`config.mk`:
```
export PLATFORM = sky130hd
export DESIGN_NAME = load_store_unit
export DESIGN_NICKNAME = d
export VERILOG_FILES = /design/src/rtl/lsu_pkg.sv /design/src/rtl/lsu_load_align.sv /design/src/rtl/load_store_unit.sv
export SDC_FILE = /design/constraint.sdc
export NUM_CORES = 1
export LEC_CHECK = 0
export ABC_AREA = 1
export CAP_MARGIN = 20
export CORE_ASPECT_RATIO = 1.75
export CORE_MARGIN = 5
export CORE_UTILIZATION = 44
export CTS_BUF_LIST = sky130_fd_sc_hd__clkbuf_8 sky130_fd_sc_hd__clkbuf_16
export CTS_CLUSTER_SIZE = 25
export DETAILED_ROUTE_END_ITERATION = 8
export PLACE_DENSITY = 0.81
export SYNTH_ARGS = -nofsm -noshare
export SYNTH_HDL_FRONTEND = slang
export SYNTH_SLANG_ARGS = --single-unit
```
`constraint.sdc`:
```
create_clock -name clk_i -period 2.1 [get_ports clk_i]
set_input_delay 0.315 -clock clk_i [delete_from_list [all_inputs] [get_ports clk_i]]
set_output_delay 0.315 -clock clk_i [all_outputs]
set_load 0.02 [all_outputs]
```
`src/rtl/lsu_pkg.sv`:
```
// Shared types and access-type decoding for the load/store unit.
package lsu_pkg;

  typedef enum logic [1:0] {
    S_IDLE = 2'd0,
    S_REQ  = 2'd1,
    S_WAIT = 2'd2,
    S_DONE = 2'd3
  } lsu_state_e;

  localparam logic [2:0] F3_B  = 3'b000;
  localparam logic [2:0] F3_H  = 3'b001;
  localparam logic [2:0] F3_W  = 3'b010;
  localparam logic [2:0] F3_BU = 3'b100;
  localparam logic [2:0] F3_HU = 3'b101;

  // Unsigned-extension variants exist only for loads.
  function automatic logic access_legal(input logic is_store, input logic [2:0] f3,
                                        input logic [1:0] off);
    logic legal;
    legal = 1'b0;
    unique case (f3)
      F3_B:    legal = 1'b1;
      F3_H:    legal = !off[0];
      F3_W:    legal = (off == 2'b00);
      F3_BU:   legal = !is_store;
      F3_HU:   legal = !is_store && !off[0];
      default: legal = 1'b0;
    endcase
    return legal;
  endfunction

  function automatic logic [3:0] byte_enables(input logic [2:0] f3, input logic [1:0] off);
    logic [3:0] be;
    unique case (f3[1:0])
      2'b00:   be = 4'(4'b0001 << off);
      2'b01:   be = 4'(4'b0011 << off);
      default: be = 4'b1111;
    endcase
    return be;
  endfunction

endpackage

```
`src/rtl/lsu_load_align.sv`:
```
// Selects the addressed lane of a read word and sign/zero-extends it to XLEN.
module lsu_load_align
  import lsu_pkg::*;
#(
  parameter int unsigned XLEN = 32
) (
  input  logic [XLEN-1:0] rdata_i,
  input  logic [1:0]      off_i,
  input  logic [2:0]      funct3_i,
  output logic [XLEN-1:0] result_o
);

  logic [XLEN-1:0] lane;
  logic [7:0]      lane_b;
  logic [15:0]     lane_h;

  assign lane   = rdata_i >> {off_i, 3'b000};
  assign lane_b = lane[7:0];
  assign lane_h = lane[15:0];

  always_comb begin
    result_o = rdata_i;
    unique case (funct3_i)
      F3_B:    result_o = {{(XLEN-8){lane_b[7]}}, lane_b};
      F3_H:    result_o = {{(XLEN-16){lane_h[15]}}, lane_h};
      F3_BU:   result_o = {{(XLEN-8){1'b0}}, lane_b};
      F3_HU:   result_o = {{(XLEN-16){1'b0}}, lane_h};
      default: result_o = rdata_i;
    endcase
  end

endmodule

```
`src/rtl/load_store_unit.sv`:
```
// RV32I load/store unit: one outstanding access, stalls the core until writeback.
module load_store_unit
  import lsu_pkg::*;
#(
  parameter int unsigned XLEN = 32,
  parameter int unsigned REGW = 5
) (
  input  logic            clk_i,
  input  logic            rst_ni,
  input  logic            req_valid_i,
  output logic            req_ready_o,
  input  logic            is_store_i,
  input  logic [2:0]      funct3_i,
  input  logic [XLEN-1:0] addr_i,
  input  logic [XLEN-1:0] store_data_i,
  input  logic [REGW-1:0] rd_i,
  output logic            mem_req_o,
  output logic            mem_we_o,
  output logic [XLEN-1:0] mem_addr_o,
  output logic [3:0]      mem_be_o,
  output logic [XLEN-1:0] mem_wdata_o,
  input  logic            mem_gnt_i,
  input  logic            mem_rvalid_i,
  input  logic [XLEN-1:0] mem_rdata_i,
  output logic            rf_we_o,
  output logic [REGW-1:0] rf_waddr_o,
  output logic [XLEN-1:0] rf_wdata_o,
  output logic            stall_o,
  output logic            err_o
);

  lsu_state_e      state_q;
  logic            is_store_q;
  logic [2:0]      funct3_q;
  logic [XLEN-1:0] addr_q;
  logic [XLEN-1:0] store_data_q;
  logic [REGW-1:0] rd_q;
  logic [XLEN-1:0] rdata_q;

  logic            req_legal;
  logic            in_idle;
  logic [XLEN-1:0] load_result;

  assign in_idle   = (state_q == S_IDLE);
  assign req_legal = access_legal(is_store_i, funct3_i, addr_i[1:0]);

  lsu_load_align #(.XLEN(XLEN)) u_load_align (
    .rdata_i  (mem_rdata_i),
    .off_i    (addr_q[1:0]),
    .funct3_i (funct3_q),
    .result_o (load_result)
  );

  always_ff @(posedge clk_i) begin
    if (!rst_ni) begin
      state_q      <= S_IDLE;
      is_store_q   <= 1'b0;
      funct3_q     <= 3'b000;
      addr_q       <= '0;
      store_data_q <= '0;
      rd_q         <= '0;
      rdata_q      <= '0;
    end else begin
      unique case (state_q)
        S_IDLE: begin
          if (req_valid_i && req_legal) begin
            is_store_q   <= is_store_i;
            funct3_q     <= funct3_i;
            addr_q       <= addr_i;
            store_data_q <= store_data_i;
            rd_q         <= rd_i;
            state_q      <= S_REQ;
          end
        end
        S_REQ: begin
          if (mem_gnt_i) state_q <= is_store_q ? S_DONE : S_WAIT;
        end
        S_WAIT: begin
          if (mem_rvalid_i) begin
            rdata_q <= load_result;
            state_q <= S_DONE;
          end
        end
        S_DONE:  state_q <= S_IDLE;
        default: state_q <= S_IDLE;
      endcase
    end
  end

  assign req_ready_o = in_idle;
  assign err_o       = in_idle && req_valid_i && !req_legal;
  assign stall_o     = (state_q == S_REQ) || (state_q == S_WAIT) ||
                       (in_idle && req_valid_i && req_legal);

  // Memory side is a pure function of the latched request, so it is stable until grant.
  assign mem_req_o  = (state_q == S_REQ);
  assign mem_we_o   = (state_q == S_REQ) && is_store_q;
  assign mem_be_o   = (state_q == S_REQ) ? byte_enables(funct3_q, addr_q[1:0]) : 4'b0000;
  assign mem_addr_o = {addr_q[XLEN-1:2], 2'b00};

  always_comb begin
    mem_wdata_o = store_data_q;
    unique case (funct3_q[1:0])
      2'b00:   mem_wdata_o = {(XLEN/8){store_data_q[7:0]}};
      2'b01:   mem_wdata_o = {(XLEN/16){store_data_q[15:0]}};
      default: mem_wdata_o = store_data_q;
    endcase
  end

  assign rf_we_o    = (state_q == S_DONE) && !is_store_q && (rd_q != '0);
  assign rf_waddr_o = rd_q;
  assign rf_wdata_o = rdata_q;

endmodule

```
==> impl_metrics.csv <==
group,metric,value,unit
outcome,status,"finished, final reports clean",
placement,gp_congestion,1.039,
setup_path,worstSetupPathType,"reg2out",
timing,slew_viol_final,0,
route,wl_met2,10.20,mm
timing,finalCritPeriodShare,96.41,%
placement,dp_slack,-0.1252,ns
timing,max_slew_margin,49.97,%
timing,fin_skew,0.005216,ns
clock_network,root_buffer,"clkbuf_16",
setup_path,rr_worst_depth,7,
route,route.met3.wl,1.637,mm
timing,tns,0,ns
placement,dp.cells,1137,
final_layout,fin_cells,1154,
route,drtAntennaViolNets,0,
setup_path,rr_startpoint,"state_q[0]",
yosys,yosys_warnings,0,
timing,worstMarginPinSlew,0.7505,ns
yosys,yosys.area_share.simple,24.42,%
clock_network,clkLatencyLatePin,0.35,ns
timing,max_freq,493.9,MHz
power_and_ir_drop,power_density,784.8,mW/mm2
timing,hold_violations,0,
route,first_iter_violations,384,
worst_hold_path,min_path_type,"reg2reg",
placement,dpl.hpwl,14.22,mm
timing,min_period,2.025,ns
floorplanning,rows,54,
final_layout,fin_nets,1094,
yosys,synth_cell_type_count,29,
route,avgRoutedWirePerCell,16.80,um
setup_path,crit_start,"state_q[0]",
power_and_ir_drop,vdd_drop_max,1.290,mV
clock_network,cts_made_buffers,9,
grt,antenna_found_initial,1,
clock_network,path_clk_slew,0.07,ns
grt,grt_max_degree,75,
grt,grt_pass1_vias,5685,
route,drc,0,
power_and_ir_drop,switching_share,37.06,%
final_layout,area_delta_synth_final,41.72,%
setup_path,end_kind,"output pin",
route,wl,19.38,mm
power_and_ir_drop,p_int,3.931,mW
timing,setup_ws,0.07531,ns
floorplanning,fp.dieH,159.5,um
yosys,synth_top_family_by_area,"simple AND/OR/NAND/NOR gates",
flow_run,maxCapViolations,0,
clock_network,clk_path_buf_depth,2,
setup_path,r2r_setup_slack,0.26,ns
yosys,ys_ff_latch,107,
yosys,netlist_area,0.005617,mm2
setup_path,worstPathArrival,1.71,ns
route,vias,6087,
placement,io_buffers,218,
grt,grt_remaining_overflow,0,
floorplanning,design.die.area,0.01521,mm2
yosys,syn_inst,822,
floorplanning,core-area,0.01250,mm2
power_and_ir_drop,combPwrFrac,36.6,%
grt,grt_first_pass_wirelength,29.94,mm
floorplanning,initial_core_util,44.93,%
yosys,yosysSeqAreaShare,38.14,%
setup_path,start_kind,"flip-flop",
floorplanning,ios,221,
yosys,synth_compound_area_share,22.45,%
final_layout,drive_gt1_share,8.426,%
route,top_layer_used,"met4",
setup_path,crit_end,"req_ready_o",
clock_network,clock_sinks,107,
power_and_ir_drop,pwr-share-seq,37.3,%
yosys,syn_area_per_cell,6.833,um2
power_and_ir_drop,p_leak,3.289,nW
yosys,synthMuxAreaShare,0,%
route,drt-pass1-iter-count,4,
timing,rsz0062_at_grt,"no",
yosys,synthAdderAreaFrac,0.8911,%
clock_network,htree_num_levels,3,
setup_path,r2r_end,"state_q[0]",
route,routedLengthMet1,6.840,mm
setup_path,cp_max_fo,4,
timing,finalSetupViolations,0,
power_and_ir_drop,power_switching,2.315,mW
clock_network,cts_tree,"built",
yosys,synth-xor-area-share,0,%
grt,grt_use_total,25.04,%
route,vias_per_cell,5.275,
floorplanning,die_x,95.41,um
setup_path,cp_data_required_time,1.78,ns
power_and_ir_drop,clockPowerShare,26.1,%
==> cell usage after synthesis, drive strengths merged <==
cell | instances | area (um2)
o21bai | 1 | 7.510
o211ai | 8 | 60.06
nor2 | 40 | 166.4
inv | 51 | 191.4
clkbuf | 42 | 157.7
o21ai | 132 | 701.9
and2 | 1 | 6.260
nand3 | 101 | 505.5
conb | 1 | 3.750
dfxtp | 107 | 2142
nand3b | 1 | 7.510
or2 | 8 | 50.05
clkinv | 1 | 3.750
nor3 | 1 | 5.000
o22ai | 1 | 6.260
nand2 | 164 | 630.6
ha | 4 | 50.05
buf | 61 | 435.4
a21oi | 97 | 485.5
==> through the flow <==
| stage | utilization, % | power (mW) | area (um2) | hold WS (ns) |
|---|---|---|---|---|
| floorplan | - | 3.758 | 5620 | 0.4496 |
| global placement | 61.57 | 4.676 | 7696 | 0.4565 |
| detailed placement | 61.57 | 4.693 | 7696 | 0.4642 |
| CTS | 63.62 | 6.286 | 7953 | 0.4738 |
| global route | 63.68 | 6.600 | 7960 | 0.4994 |
| finish | 63.68 | 6.247 | 7960 | 0.4733 |
==> how the worst min path moves through the flow <==
stage / startpoint / endpoint / cells past startpoint
floorplan: store_data_q[8] / store_data_q[8] / 2
global placement: addr_q[16] / addr_q[16] / 2
detailed placement: store_data_q[9] / store_data_q[9] / 2
CTS: addr_q[31] / addr_q[31] / 2
global route: addr_q[20] / addr_q[20] / 2
finish: addr_q[12] / addr_q[12] / 2
==> sequential cells by signal, indices dropped and copies added, names as in the netlist <==
signal,flops
is_store_q,1
rf_wdata_o,32
funct3_q,3
addr_q,32
store_data_q,32
rf_waddr_o,5
state_q,2
==> cell families after synthesis <==
group           count (synthesis)
compound gates                239
fa+ha+maj                       4
buf+inv                       155
flops                         107
other cells                     1
simple gates                  316
==> critical path, stage by stage (launching register included) <==
cell,delay (ns)
dfxtp_1,0.35
inv_1,0.13
ha_2,0.26
clkdlybuf4s50_1,0.62
==> final cells by class <==
cell class	count	area, um2
Antenna cell	1	2.502
Clock buffer	10	239.0
Clock inverter	6	41.29
Fill cell	1155	4539
Inverter	52	195.2
Multi-Input combinational cell	561	2699
Sequential cell	107	2143
Tap cell	168	210.2
Timing Repair Buffer	249	2430
==> per-layer routing <==
layer	global-route usage, %	vias to the layer above
met3	6.052	41
met1	27.74	2805
met2	44.08	244
li1	-	2997
met5	0	-
met4	11.08	0
==> layout by cell type (no fill, tap or decap), types with 2 or more instances in the layout <==
cell type	count
o21ai_0	111
clkbuf_16	9
dlymetal6s2s_1	9
dlygate4sd2_1	12
a21oi_1	97
clkdlybuf4s50_1	187
nand2_4	2
inv_2	6
conb_1	2
buf_4	28
ha_1	3
o211ai_1	8
nor2_1	39
dfxtp_1	106
nand2_1	162
nand3_1	100
o21ai_1	10
clkbuf_2	6
or2_2	7
inv_1	46
o21ai_2	11
buf_12	3
clkdlybuf4s15_1	4
clkinvlp_4	2
==> power by group through the flow <==
stage | Sequential [mW] | Clock, mW | Combinational, mW
floorplan | 2.43 | 0 | 1.33
global placement | 2.37 | 0 | 2.31
detailed placement | 2.38 | 0 | 2.32
CTS | 2.33 | 1.67 | 2.29
global route | 2.35 | 1.76 | 2.49
finish | 2.33 | 1.63 | 2.28
==> what timing repair did <==
item                       in CTS  in global routing
hold buffers                    0                  0
setup endpoints to repair      29                 21
resized for setup              24                 28
setup buffers                   0                  0
Power figures use the tool's default switching activity.
